===== config.mk =====
export PLATFORM = sky130hd
export DESIGN_NAME = muldiv_seq
export DESIGN_NICKNAME = d
export VERILOG_FILES = /design/src/rtl/muldiv_seq.sv
export SDC_FILE = /design/constraint.sdc
export NUM_CORES = 1
export LEC_CHECK = 0
export BUFFER_PORTS_ARGS = -buffer_cell sky130_fd_sc_hd__buf_2
export CAP_MARGIN = 20
export CORE_MARGIN = 2
export CORE_UTILIZATION = 53
export CTS_BUF_LIST = sky130_fd_sc_hd__clkbuf_4 sky130_fd_sc_hd__clkbuf_8
export DETAILED_ROUTE_END_ITERATION = 6
export PLACE_DENSITY = 0.8
export SLEW_MARGIN = 15
export SYNTH_ARGS = -nofsm -noshare
export SYNTH_HDL_FRONTEND = slang
export SYNTH_SLANG_ARGS = --single-unit

===== constraint.sdc =====
create_clock -name clk -period 5.7 [get_ports clk]
set_input_delay 0.57 -clock clk [delete_from_list [all_inputs] [get_ports clk]]
set_output_delay 0.57 -clock clk [all_outputs]
set_load 0.005 [all_outputs]

===== src/rtl/muldiv_seq.sv =====
// muldiv_seq: sequential unsigned shift-add multiplier and restoring divider driving a shared external ALU.
// Define MULDIV_SEQ_DIV_EN to build the divide path; without it op=1 completes at once with zero results.
module muldiv_seq #(
   parameter int DATA_WIDTH = 32
) (
   input  logic                  clk,
   input  logic                  rst,
   input  logic                  start,
   input  logic                  op,
   input  logic [DATA_WIDTH-1:0] opa,
   input  logic [DATA_WIDTH-1:0] opb,
   output logic                  busy,
   output logic                  done,
   output logic [DATA_WIDTH-1:0] hi,
   output logic [DATA_WIDTH-1:0] lo,
   output logic                  div_by_zero,
   output logic [DATA_WIDTH-1:0] alu_srcA,
   output logic [DATA_WIDTH-1:0] alu_srcB,
   output logic [2:0]            alu_control,
   input  logic [DATA_WIDTH-1:0] alu_result
);
   localparam int W  = DATA_WIDTH;
   localparam int CW = $clog2(W);

   typedef enum logic [1:0] {S_IDLE, S_MUL, S_DIV, S_DONE} state_t;

   state_t        r_state;
   logic          r_busy, r_done, r_dbz;
   logic [W-1:0]  r_hi, r_lo;
   logic [W-1:0]  r_acc_hi;  // product high half, or partial remainder
   logic [W-1:0]  r_acc_lo;  // multiplier shifting out, or dividend shifting into quotient
   logic [W-1:0]  r_opnd;    // multiplicand, or divisor
   logic [CW-1:0] r_cnt;

   logic          w_last, w_carry;
   logic [W-1:0]  w_mul_hi, w_mul_lo;

   assign w_last   = (r_cnt == CW'(W-1));
   assign w_carry  = (alu_result < alu_srcA);
   assign w_mul_hi = r_acc_lo[0] ? {w_carry, alu_result[W-1:1]} : {1'b0, r_acc_hi[W-1:1]};
   assign w_mul_lo = {(r_acc_lo[0] ? alu_result[0] : r_acc_hi[0]), r_acc_lo[W-1:1]};

`ifdef MULDIV_SEQ_DIV_EN
   logic          w_s, w_qbit;
   logic [W-1:0]  w_rem_s, w_rem_nxt, w_quo_nxt;

   assign w_s       = r_acc_hi[W-1];
   assign w_rem_s   = {r_acc_hi[W-2:0], r_acc_lo[W-1]};
   assign w_qbit    = w_s | (w_rem_s >= r_opnd);
   assign w_rem_nxt = w_qbit ? alu_result : w_rem_s;
   assign w_quo_nxt = {r_acc_lo[W-2:0], w_qbit};
`endif

   always_comb begin
      // NOTE: defaults first so every path assigns every output and no latch is inferred.
      alu_srcA    = '0;
      alu_srcB    = '0;
      alu_control = 3'b010;
      case (r_state)
         S_MUL: begin
            alu_srcA = r_acc_hi;
            alu_srcB = r_opnd;
         end
`ifdef MULDIV_SEQ_DIV_EN
         S_DIV: begin
            alu_srcA    = w_rem_s;
            alu_srcB    = r_opnd;
            alu_control = 3'b110;
         end
`endif
         default: ;
      endcase
   end

   // NOTE: non-blocking assignments so every register samples pre-edge values.
   always_ff @(posedge clk or posedge rst) begin
      if (rst) begin
         r_state  <= S_IDLE;
         r_busy   <= 1'b0;
         r_done   <= 1'b0;
         r_dbz    <= 1'b0;
         r_hi     <= '0;
         r_lo     <= '0;
         r_acc_hi <= '0;
         r_acc_lo <= '0;
         r_opnd   <= '0;
         r_cnt    <= '0;
      end else begin
         case (r_state)
            S_IDLE: begin
               if (start) begin
                  r_busy   <= 1'b1;
                  r_dbz    <= 1'b0;
                  r_cnt    <= '0;
                  r_acc_hi <= '0;
                  r_acc_lo <= op ? opa : opb;
                  r_opnd   <= op ? opb : opa;
                  if (!op) begin
                     r_state <= S_MUL;
                  end else begin
`ifdef MULDIV_SEQ_DIV_EN
                     r_state <= S_DIV;
`else
                     r_state <= S_DONE;
                     r_done  <= 1'b1;
                     r_hi    <= '0;
                     r_lo    <= '0;
`endif
                  end
               end
            end
            S_MUL: begin
               r_acc_hi <= w_mul_hi;
               r_acc_lo <= w_mul_lo;
               r_cnt    <= r_cnt + 1'b1;
               if (w_last) begin
                  r_state <= S_DONE;
                  r_done  <= 1'b1;
                  r_hi    <= w_mul_hi;
                  r_lo    <= w_mul_lo;
               end
            end
`ifdef MULDIV_SEQ_DIV_EN
            S_DIV: begin
               if (r_opnd == '0) begin
                  r_state <= S_DONE;
                  r_done  <= 1'b1;
                  r_dbz   <= 1'b1;
                  r_hi    <= r_acc_lo;
                  r_lo    <= '1;
               end else begin
                  r_acc_hi <= w_rem_nxt;
                  r_acc_lo <= w_quo_nxt;
                  r_cnt    <= r_cnt + 1'b1;
                  if (w_last) begin
                     r_state <= S_DONE;
                     r_done  <= 1'b1;
                     r_hi    <= w_rem_nxt;
                     r_lo    <= w_quo_nxt;
                  end
               end
            end
`endif
            S_DONE: begin
               r_state <= S_IDLE;
               r_done  <= 1'b0;
               r_busy  <= 1'b0;
            end
            default: r_state <= S_IDLE;
         endcase
      end
   end

   assign busy        = r_busy;
   assign done        = r_done;
   assign hi          = r_hi;
   assign lo          = r_lo;
   assign div_by_zero = r_dbz;
endmodule

=== Yosys cells after proc, flatten, opt, wreduce, memory -nomap -nowiden ===
Index checks and enable logic that the tools add are counted.

* Memory bits (read-only): 0
* Register bits after elaboration: 169
* Latch bits: 0
* Bits of input ports: 100
* Memories: 0
* Memory bits (writable): 0
* Logic and storage cells: 55

* Reduce and logical (&&, ||, !) cells: 10
* Add/sub/neg operators: 1
* Multipliers: 0
* Bitwise logic cells: 0
* Div/mod/pow operators: 0
* Shifts and indexed selects: 0
* Equal/unequal tests: 6
* Multiplexer cells: 28
* Order comparisons: 1

{| class="wikitable"
|+ Operator list
! operator !! count
|-
| $mux W32 || 11
|-
| $pmux W32 S2 || 4
|-
| $lt A32 B32 Y1 || 1
|-
| $pmux W5 S2 || 1
|-
| $reduce_and A2 Y1 || 4
|-
| $reduce_and A4 Y1 || 2
|-
| $mux W2 || 3
|-
| $ne A2 B2 Y1 const B || 3
|-
| $add A5 B1 Y5 const B || 1
|-
| $eq A5 B5 Y1 const B || 1
|-
| $mux W1 || 5
|-
| $mux W5 || 1
|-
| $pmux W2 S2 || 1
|-
| $reduce_bool A2 Y1 || 2
|-
| $pmux W1 S3 || 1
|-
| $reduce_bool A3 Y1 || 1
|-
| $eq A2 B1 Y1 const B || 1
|-
| $eq A2 B2 Y1 const B || 1
|-
| $logic_not A2 Y1 || 1
|-
| $pmux W1 S2 || 1
|}

=== Logic depth before layout (Yosys ltp) ===
Gate-level depths: netlist of the first run.

* Depth after elaboration: 6
* Mapped depth: 11
* Gate-level depth less buffers: 8

=== Least setup slack after synthesis of the first run ===
Ideal clock, no wire load.

* Kind: register to register
* Start: register r_state[1]
* End: register r_acc_hi[31]
* Arrival: 2.339 ns
* Clock period less this slack: 2.470 ns
* Slack: 3.230 ns
* Library setup time: 0.131 ns
* Cell stages (with the launch flop): 12
* Cell sequence: dfrtp_1 > and2b_2 > buf_6 > buf_2 > buf_2 > nand2_1 > ha_1 > a21oi_1 > o21ai_0 > or3b_2 > a31oi_1 > o21ai_0

* Word-level cells in the longest chain between the ends: 5
* Elaborated cells on any way between the ends: 9
* Those cells by class: order compare (1); eq/ne (2); mux (3); reduce/logical (3)

{| class="wikitable"
|+ Ends and longest elaborated chain
! what !! line !! text
|-
| from (decl) || 27 || <nowiki>state_t r_state;</nowiki>
|-
| from (signal assigned) || 78 || <nowiki>r_state <= S_IDLE;</nowiki>
|-
| from (signal assigned) || 99 || <nowiki>r_state <= S_MUL;</nowiki>
|-
| from (signal assigned) || 104 || <nowiki>r_state <= S_DONE;</nowiki>
|-
| $eq A2 B1 Y1 || 59, 89 ||
|-
| $mux W32 || 59 || <nowiki>case (r_state)</nowiki>
|-
| $lt A32 B32 Y1 || 39 || <nowiki>assign w_carry = (alu_result < alu_srcA);</nowiki>
|-
| $mux W32 || 40 || <nowiki>assign w_mul_hi = r_acc_lo[0] ? {w_carry, alu_result[W-1:1]} : {1'b0, r_acc_hi[W-1:1]};</nowiki>
|-
| $pmux W32 S2 || 89 || <nowiki>case (r_state)</nowiki>
|-
| to (signal assigned) || 113 || <nowiki>r_acc_hi <= w_mul_hi;</nowiki>
|-
| to (decl) || 30 || <nowiki>logic [W-1:0] r_acc_hi;</nowiki>
|}

Parallel ways exist; a longest one is shown, timed or not.
A chain may end at the register's enable or synchronous reset.

=== Final worst setup path of the first run ===
* Start: register r_state[1]
* End: output port alu_srcB[3]

* Word-level cells in the longest chain between the ends: 2

{| class="wikitable"
|+ Ends and longest elaborated chain
! what !! line !! text
|-
| $eq A2 B1 Y1 || 59 ||
|-
| $mux W32 || 59 ||
|-
| to (decl) || 18 || <nowiki>output logic [DATA_WIDTH-1:0] alu_srcB,</nowiki>
|}

No other way between the ends.

==> metrics.cfg, run 1 <==
[outcome]
status = finished clean

[routing]
drt_iter0_drc = 429
drt-total-wl_um = 20570
met2_length_um = 9732
wl_met1_um = 9006
met3WireLength_um = 1451
route.vias.total = 7077
wl_per_cell_um = 15.66
drt-vias-per-instance = 5.386
top_layer = met4
ant_nets = 0
first_pass_iters = 5
drc = 0

[pwr]
swShare = 0.3909
p_total_uw = 5459
p_seq_frac = 0.400
p_int_uw = 3325
peakVddDrop_v = 0.0002525
p_comb_frac = 0.443
p_per_area_nw_per_um2 = 532.5
p_clk_frac = 0.156
leakage_uw = 0.005300
p_sw_uw = 2134

[floorplan]
die_h_um = 131.8
die_w_um = 131.8
core_area_um2 = 15940
die_area_um2 = 17380
initial_core_util = 0.5433
num_rows = 46
io_pins = 234

[logic_synthesis]
synthCells = 891
ys_types = 37
synth_flop_cell = dfrtp_1
synth-async-reset-ratio = 1.000
synth_area_leaders = dfrtp_1 (49%), mux2i_1 (11%), nand2_1 (7.5%)
syn_area_um2 = 8662
synth_edf_count = 0
synth.most_common_cell = nand2_1
synthTopCellsByCount = nand2_1 (172), dfrtp_1 (169), o21ai_0 (103), mux2i_1 (95), a21oi_1 (48)
yosysWarnings = 0
synth.top_cell.area_share = 0.4882
yosysTopAreaCell = dfrtp_1
ys_seq_elements = 169
syn_avg_cell_area_um2 = 9.722
seq_area_frac_synth = 0.4882

[place]
port_buffers = 229
dp_slack_ns = 2.742
place_congestion = 0.8231
hpwl_um = 14410

[timing]
tns_ns = 0
skew_ns = 0.01501
worst_slack_ns = 2.507
period_share = 0.5603
rsz0062_at_grt = false
finalSetupViolations = 0
tightest_slew_ns = 1.104
max_slew_margin = 0.2640
holdWs_ns = 0.1539
period_needed_ns = 3.193
maxSlewViolCount = 0
max_freq_ghz = 0.3131
hold_violations = 0

[cts]
hold_buffers = 0
cts_tree = done
clock_latency_ns = 0.45
cts_buffers = 17
clkTransAtPathRegs_ns = 0.09
h-tree-depth = 4
post-cts-setup-buffer-count = 0
cts_root_buffer = clkbuf_8
ctsResizeCount = 0
clock_sinks = 169
clock_path_buffers = 2

[final_layout]
final_nets = 1217
syn_to_final_growth_pct = 18.36
drive_gt1_frac = 0.2826
post-route-util = 0.6431

[grt]
grt_pass1_vias = 6897
grt_pass1_wl_um = 34180
antenna_found_initial = 0
grt_use_total = 0.2421
grt_overflow_total = 0
grt_max_degree = 98

[worst_setup_path]
cp_data_arrival_time_ns = 2.62
criticalPathCategory = reg2out
worst-path-max-fanout = 97
critPathLaunchType = register
cp-end-kind = output pin
cp.required_ns = 5.13

[worst_hold_path]
hold_class = in2async

[flow_run]
max_cap_viol_count = 0

[power groups by stage]
stage	Clock, uW	Sequential [uW]	Combinational (uW)
2_1_floorplan	0	2070	1620
3_3_place_gp	0	2180	2360
3_5_place_dp	0	2200	2450
4_1_cts	872	2190	2450
5_1_grt	928	2260	2770
6_report	854	2190	2420
[layer usage]
metal / vias to the layer above / GRT usage
met3: 29 / 0.05459
met2: 247 / 0.3909
li1: 3426 / -
met5: - / 0
met1: 3375 / 0.3233
met4: 0 / 0.08635
[registers in the layout, summed over array words and instances, names as in the netlist]
name,cells
busy,1
done,1
hi,32
lo,32
r_acc_hi,32
r_acc_lo,32
r_cnt,5
r_opnd,32
r_state,2
[kinds of logic after synthesis]
family	Yosys count	share of synthesized area
xor gates and xnor gates	1	0.001011
AOI/OAI and AO/OA	193	0.1239
buffers and inverters	101	0.05431
DFF	169	0.4882
other	2	0.0008670
muxes	128	0.1527
adders and majority gates	33	0.04767
and+or+nand+nor	264	0.1313
[per-stage QoR]
stage	instances	cell area, um2
after floorplan	893	8670
after detailed placement	1281	9846
final	1314	10250
after global routing	1313	10250
after CTS	1313	10250
after global placement	1281	9846
[worst max-delay path, cell delays in order (launching register included)]
cell	delay, ns
dfrtp_1	0.47
and2b_4	0.57
buf_4	0.73
and2_1	0.22
buf_2	0.12
[area by class of cell]
type / instances / area, um2
Tap cell: 216 / 270.3
Multi-Input combinational cell: 623 / 4000
Antenna cell: 1 / 2.502
Clock inverter: 8 / 86.33
Inverter: 37 / 143.9
Sequential cell: 169 / 4230
Timing Repair Buffer: 236 / 1201
Fill cell: 1361 / 5690
Clock buffer: 24 / 317.8
[cell usage in the layout, fill, tap and decap left out, types with 4 or more instances in the layout]
master and instances:
ha_1 33, and2_1 33, dfrtp_1 168, buf_2 228
o21ai_0 103, nor2_1 36, a21oi_1 48, mux2_2 33
nand3_1 6, mux2i_1 95, conb_1 4, nand2_1 172
clkbuf_8 22, o31ai_1 32, clkinv_4 4, inv_1 36
buf_4 8
[worst paths after layout]
path	start	slack, ns	endpoint	cells past startpoint
worst max-delay path	r_state[1]	2.51	alu_srcB[3]	4
worst min-delay path	rst	0.15	r_opnd[0]	2
worst max register to register	r_state[1]	2.97	hi[31]	8
worst min register to register	hi[19]	0.48	hi[19]	2
max in group asynchronous	rst	4.15	r_acc_lo[0]	3
min in group clk	opa[28]	0.42	r_opnd[28]	3
Note: power is estimated with default switching activity, not from simulation.
==> run 2: changes to the inputs <==
ABC_AREA = 1   (was unset)
CORE_UTILIZATION = 49   (was 53)
PLACE_DENSITY = 0.78   (was 0.8)
clock period = 2.6 ns   (was 5.7 ns; I/O delays follow)
==> metrics.cfg, run 2 <==
[routing]
drt-vias-per-instance = 5.254  ; was 5.386
route.vias.total = 7812  ; was 7077
first_pass_iters = 5  ; unchanged
wl_per_cell_um = 14.88  ; was 15.66 um
drt-total-wl_um = 22120  ; was 20570 um
drt_iter0_drc = 422  ; was 429
ant_nets = 0  ; unchanged
drc = 0  ; unchanged

[pwr]
peakVddDrop_v = 0.0005111  ; was 0.0002525 V
p_total_uw = 12240  ; was 5459 uW
p_per_area_nw_per_um2 = 1179  ; was 532.5 nW/um2
leakage_uw = 0.005307  ; was 0.005300 uW

[final_layout]
drive_gt1_frac = 0.2266  ; was 0.2826
num_antenna_cells = 0  ; was 1
design_area_um2 = 10390  ; was 10250 um2
final_common_cell = buf_2  ; unchanged
num-fill-cells = 1536  ; was 1361
syn_to_final_growth_pct = 20.54  ; was 18.36%
final_nets = 1382  ; was 1217
seqCellArea_um2 = 4229  ; was 4230 um2
multi_input_area_um2 = 3526  ; was 4000 um2
final_cell_mix = buf_2 (229), nand2_1 (190), dfrtp_1 (169)  ; was buf_2 (228), nand2_1 (172), dfrtp_1 (168)

[worst_setup_path]
rr_startpoint = r_state[1]  ; unchanged
r2r_slack_ns = 0.32  ; was 2.97 ns
crit_slowest_cell = dfrtp_1  ; was buf_4
worst-path-max-fanout = 59  ; was 97
cpPeakStageDelay_ns = 0.43  ; was 0.73 ns
critPathLaunchType = register  ; unchanged
cp.required_ns = 2.34  ; was 5.13 ns
crit_family = buffers and inverters  ; unchanged
r2r-end = r_acc_hi[31]  ; was hi[31]
criticalPathCategory = reg2out  ; unchanged
cp-end-kind = output pin  ; unchanged
cp_data_arrival_time_ns = 2.12  ; was 2.62 ns
rr_worst_depth = 17  ; was 8
path_buf_inv = 5  ; was 2
crit_path_cell_trace = inv_2, nor2_4, inv_4, buf_12, buf_6, nor2_1, buf_2  ; was and2b_4, buf_4, and2_1, buf_2
critical_path.startpoint = r_state[0]  ; was r_state[1]

[cts]
h-tree-depth = 4  ; unchanged
clkTransAtPathRegs_ns = 0.09  ; about the same
clock_path_buffers = 2  ; unchanged
cts_root_buffer = clkbuf_8  ; unchanged
cts_tree = done  ; unchanged
clock_latency_ns = 0.45  ; about the same
clock_sinks = 169  ; unchanged
cts_buffers = 17  ; unchanged

[timing]
tns_ns = 0  ; unchanged
max_freq_ghz = 0.4197
rsz0062_at_grt = false  ; unchanged
holdWs_ns = 0.05900  ; was 0.1539 ns
period_needed_ns = 2.383
period_share = 0.9164
tightest_slew_ns = 0.8715  ; was 1.104 ns
hold_violations = 0  ; unchanged
skew_ns = 0.01179  ; was 0.01501 ns
finalSetupViolations = 0  ; unchanged
maxSlewViolCount = 0  ; unchanged
max_slew_margin = 0.4190  ; was 0.2640

[logic_synthesis]
seq_area_frac_synth = 0.4907  ; was 0.4882
synthTopCellsByCount = nand2_1 (191), dfrtp_1 (169), inv_1 (143), o21ai_0 (114), nor2_1 (74)  ; was nand2_1 (172), dfrtp_1 (169), o21ai_0 (103), mux2i_1 (95), a21oi_1 (48)
synth_area_leaders = dfrtp_1 (49%), nand2_1 (8.3%), o21ai_0 (6.6%)  ; was dfrtp_1 (49%), mux2i_1 (11%), nand2_1 (7.5%)
synth.top_cell.area_share = 0.4907  ; was 0.4882
ys_seq_elements = 169  ; unchanged
syn_avg_cell_area_um2 = 8.192  ; was 9.722 um2
yosysTopAreaCell = dfrtp_1  ; unchanged
synth-async-reset-ratio = 1.000  ; unchanged
synth.most_common_cell = nand2_1  ; unchanged
syn_area_um2 = 8618  ; was 8662 um2
synthCells = 1052  ; was 891
ys_types = 28  ; was 37
yosysWarnings = 0  ; unchanged
synth_flop_cell = dfrtp_1  ; unchanged
synth_edf_count = 0  ; unchanged

[floorplan]
io_pins = 234  ; unchanged
core_area_um2 = 17240  ; was 15940 um2
die_h_um = 136.6  ; was 131.8 um
initial_core_util = 0.5000  ; was 0.5433
die_area_um2 = 18670  ; was 17380 um2
num_rows = 48  ; was 46
die_w_um = 136.6  ; was 131.8 um

[worst_hold_path]
min-delay-start = opa[28]
min_to = r_opnd[28]
hold_class = in2reg  ; was in2async
whs_path_depth = 3

[grt]
antenna_found_initial = 1  ; was 0
grt_overflow_total = 0  ; unchanged
grt_pass1_vias = 7375  ; was 6897
grt_max_degree = 102  ; was 98
grt_use_total = 0.2441  ; was 0.2421
grt_pass1_wl_um = 36230  ; was 34180 um

[outcome]
status = finished clean  ; unchanged

[place]
port_buffers = 229  ; unchanged
place_area_um2 = 9943  ; was 9846 um2
hpwl_um = 15990  ; was 14410 um
place_congestion = 0.9210  ; was 0.8231

[flow_run]
max_cap_viol_count = 0  ; unchanged

==> run 2: cell types whose count changed after synthesis, sizes merged, moves of 19 or more <==
cell / before / now
clkbuf: 16 / 38
inv: 37 / 147
o211ai: 1 / 59
mux2i: 95 / 0
and2: 33 / 0
o21ai: 103 / 173
o21a: 0 / 32
o31ai: 32 / 0
mux2: 33 / 0
nor2: 36 / 76
nand3: 6 / 36
nand2: 172 / 191
==> run 2: metrics by stage <==
step                utilization  setup slack [ns]  instances
floorplan                     -            0.1853       1054
global placement         0.5769            0.4247       1454
detailed placement       0.5769            0.3477       1454
CTS                      0.6025           0.05599       1487
global route             0.6027           0.04364       1487
finish                   0.6027            0.2173       1487
==> run 2: worst min-delay path, stage by stage <==
cell and delay, ns:
buf_2 0.09, o211ai_1 0.07, o21ai_0 0.06
==> run 2: routing by layer <==
layer  up-vias  part of all wire  GRT usage
li1       3846                 -          -
met1      3646              0.44     0.3246
met2       281              0.46     0.3942
met3        37             0.078    0.06296
met4         2             0.020    0.07234
met5         -           0.00054          0
==> run 2: cell type report <==
class / instances / area share
clock inverters: 10 / 0.01361
repair buffers: 247 / 0.1312
flip-flops and latches: 169 / 0.4071
inverters: 147 / 0.05372
multi-input cells: 667 / 0.3394
well taps: 225 / 0.02710
clock buffers: 22 / 0.02794
==> run 2: how the worst max path moves through the flow <==
stage          cells past startpoint      endpoint  slack [ns]
6_report                           7  alu_srcB[28]        0.22
5_1_grt                           18        hi[31]        0.04
4_1_cts                            7  alu_srcB[28]        0.06
3_5_place_dp                      17  r_acc_hi[31]        0.35
3_3_place_gp                      17  r_acc_hi[31]        0.42
2_1_floorplan                      1          busy        0.19
==> run 2: logic make-up after synthesis <==
family | Yosys count | synth area share
AOI/OAI and AO/OA | 321 | 0.2150
and+or+nand+nor | 308 | 0.1420
buffers and inverters | 218 | 0.1025
DFF | 169 | 0.4907
adders and majority gates | 33 | 0.04791
other | 2 | 0.0008714
xor gates and xnor gates | 1 | 0.001016
==> run 2: power by group <==
group,internal (uW),switching (uW),total [uW]
Sequential,3760,482,4240
Clock,1050,982,2030
Combinational,2240,3720,5960
Total,7060,5190,12200
==> run 2: repair_timing <==
action | CTS | global route
endpoints found under the hold margin | 67 | 0
resized for setup | 0 | 1
buffers inserted | 0 | 0
hold buffers | 1 | 0
setup endpoints to repair | 0 | 31
==> run 3: changes to the inputs <==
BUFFER_PORTS_ARGS = unset   (was -buffer_cell sky130_fd_sc_hd__buf_2)
CORE_UTILIZATION = 53   (was 49)
DONT_BUFFER_PORTS = 1   (was unset)
PLACE_DENSITY = 0.71   (was 0.78)
==> metrics.cfg, run 3 (same netlist as run 2, synthesis figures left out) <==
[pwr]
p_total_uw = 11870  ; was 12240 uW
p_per_area_nw_per_um2 = 1180  ; was 1179 nW/um2
peakVddDrop_v = 0.0004601  ; was 0.0005111 V
leakage_uw = 0.004657  ; was 0.005307 uW

[worst_hold_path]
hold_class = in2reg  ; unchanged
whs_path_depth = 2  ; was 3
min-delay-start = alu_result[26]  ; was opa[28]
min_to = r_acc_hi[25]  ; was r_opnd[28]

[timing]
rsz0062_at_grt = false  ; unchanged
skew_ns = 0.008219  ; was 0.01179 ns
finalSetupViolations = 0  ; unchanged
period_needed_ns = 2.369  ; was 2.383 ns
tns_ns = 0  ; unchanged
max_freq_ghz = 0.4221  ; was 0.4197 GHz
worst_slack_ns = 0.2310  ; was 0.2173 ns
maxSlewViolCount = 0  ; unchanged
tightest_slew_ns = 0.8020  ; was 0.8715 ns
period_share = 0.9111  ; was 0.9164
max_slew_margin = 0.4653  ; was 0.4190
hold_violations = 0  ; unchanged
holdWs_ns = 0.03192  ; was 0.05900 ns

[routing]
top_layer = met4  ; was met5
wl_met1_um = 9230  ; was 9660 um
ant_nets = 0  ; unchanged
met2_length_um = 10310  ; was 10280 um
wl_per_cell_um = 16.33  ; was 14.88 um
drt-vias-per-instance = 5.405  ; was 5.254
route.vias.total = 7237  ; was 7812
drt-total-wl_um = 21860  ; was 22120 um
drc = 0  ; unchanged
drt_iter0_drc = 424  ; was 422
first_pass_iters = 5  ; unchanged
met3WireLength_um = 1587  ; was 1721 um

[floorplan]
die_area_um2 = 17300  ; was 18670 um2
initial_core_util = 0.5425  ; was 0.5000
num_rows = 46  ; was 48
die_h_um = 131.5  ; was 136.6 um
core_area_um2 = 15890  ; was 17240 um2
io_pins = 234  ; unchanged
die_w_um = 131.5  ; was 136.6 um

[final_layout]
drive_gt1_frac = 0.07665  ; was 0.2266
syn_to_final_growth_pct = 16.74  ; was 20.54%
num-fill-cells = 1424  ; was 1536
final_common_cell = nand2_1  ; was buf_2
final_cell_mix = nand2_1 (190), dfrtp_1 (169), inv_1 (141)  ; was buf_2 (229), nand2_1 (190), dfrtp_1 (169)
stdcell_count = 1339  ; was 1487
final_nets = 1242  ; was 1382

[flow_run]
max_cap_viol_count = 0  ; unchanged

[outcome]
status = finished clean  ; unchanged

[cts]
clock_sinks = 169  ; unchanged
clkTransAtPathRegs_ns = 0.08  ; was 0.09 ns
clock_latency_ns = 0.45  ; about the same
post-cts-setup-buffer-count = 0  ; unchanged
cts_buffers = 17  ; unchanged
clock_path_buffers = 2  ; unchanged
h-tree-depth = 4  ; unchanged
cts_root_buffer = clkbuf_8  ; unchanged
cts_tree = done  ; unchanged

[grt]
grt_pass1_vias = 7140  ; was 7375
grt_max_degree = 107  ; was 102
grt_pass1_wl_um = 36310  ; was 36230 um
antenna_found_initial = 1  ; unchanged
grt_use_total = 0.2609  ; was 0.2441
grt_overflow_total = 0  ; unchanged

[place]
hpwl_um = 14710  ; was 15990 um
port_buffers = 0  ; was 229
place_inst = 1245  ; was 1454
dp_slack_ns = 0.3156  ; was 0.3477 ns
place_congestion = 0.8477  ; was 0.9210

[worst_setup_path]
cp.required_ns = 2.34  ; about the same
path_buf_inv = 4  ; was 5
r2r_slack_ns = 0.32  ; about the same
criticalPathCategory = reg2out  ; unchanged
crit_path_cell_trace = inv_2, nor2_4, inv_4, buf_12, buf_6, nor2_1  ; was inv_2, nor2_4, inv_4, buf_12, buf_6, nor2_1, buf_2
rr_startpoint = r_state[0]  ; was r_state[1]
cp_data_arrival_time_ns = 2.11  ; was 2.12 ns
worst-path-max-fanout = 57  ; was 59
cpPeakStageDelay_ns = 0.43  ; about the same
crit_family = buffers and inverters  ; unchanged
r2r-end = r_acc_hi[31]  ; unchanged
cp-end-kind = output pin  ; unchanged
rr_worst_depth = 15  ; was 17
crit_slowest_cell = dfrtp_1  ; unchanged
critPathLaunchType = register  ; unchanged

[run 3: changes by cell type in the layout (fill, tap and decap cells not counted)]
cell / change
clkbuf_4: +1
clkinv_4: -1
clkinv_1: +1
bufinv_16: +1
diode_2: +1
clkinvlp_4: +1
dlygate4sd3_1: +60
clkbuf_8: -2
buf_4: +29
buf_2: -229
inv_1: -1
[run 3: layout make-up]
type / instances / area, um2 / share of cell area
diodes: 1 / 2.502 / 0.0002487
clock buffers: 21 / 270.3 / 0.02686
clock inverters: 11 / 170.2 / 0.01691
inverters: 147 / 558.0 / 0.05547
multi-input cells: 667 / 3526 / 0.3505
flip-flops and latches: 169 / 4229 / 0.4203
well taps: 216 / 270.3 / 0.02686
repair buffers: 107 / 1035 / 0.1028
[run 3: worst max path at each step]
stage / from / end / slack [ns] / depth (start not counted)
final: r_state[0] / alu_srcB[30] / 0.23 / 6
after global placement: r_state[0] / r_acc_hi[31] / 0.43 / 15
after floorplan: rst / busy / 0.19 / 1
after detailed placement: r_state[1] / r_acc_hi[31] / 0.32 / 14
after CTS: r_state[0] / alu_srcB[30] / 0.01 / 6
after global routing: r_state[0] / alu_srcB[30] / 0.05 / 6
[run 3: timing repair]
item	CTS	global route
hold endpoints to repair	225	0
setup endpoints to repair	0	30
hold buffers	61	0
gates resized for setup	0	1
[run 3: per-layer routing]
layer  vias up  global-route usage
met3        55             0.07562
met4         0              0.1159
met1      3358              0.3292
met5         -                   0
li1       3562                   -
met2       262              0.4180
[run 3: through the flow]
stage	instance area [um2]	util
detailed placement	9004	0.5668
global placement	9004	0.5668
CTS	10050	0.6330
finish	10060	0.6333
global route	10060	0.6333
floorplan	8630	-
[run 3: report_power, final]
| part | switching, uW | leakage [uW] | internal (uW) |
|---|---|---|---|
| registers | 601 | 0.00212 | 3770 |
| clock network | 952 | 0.000217 | 1100 |
| logic | 3460 | 0.00232 | 1990 |
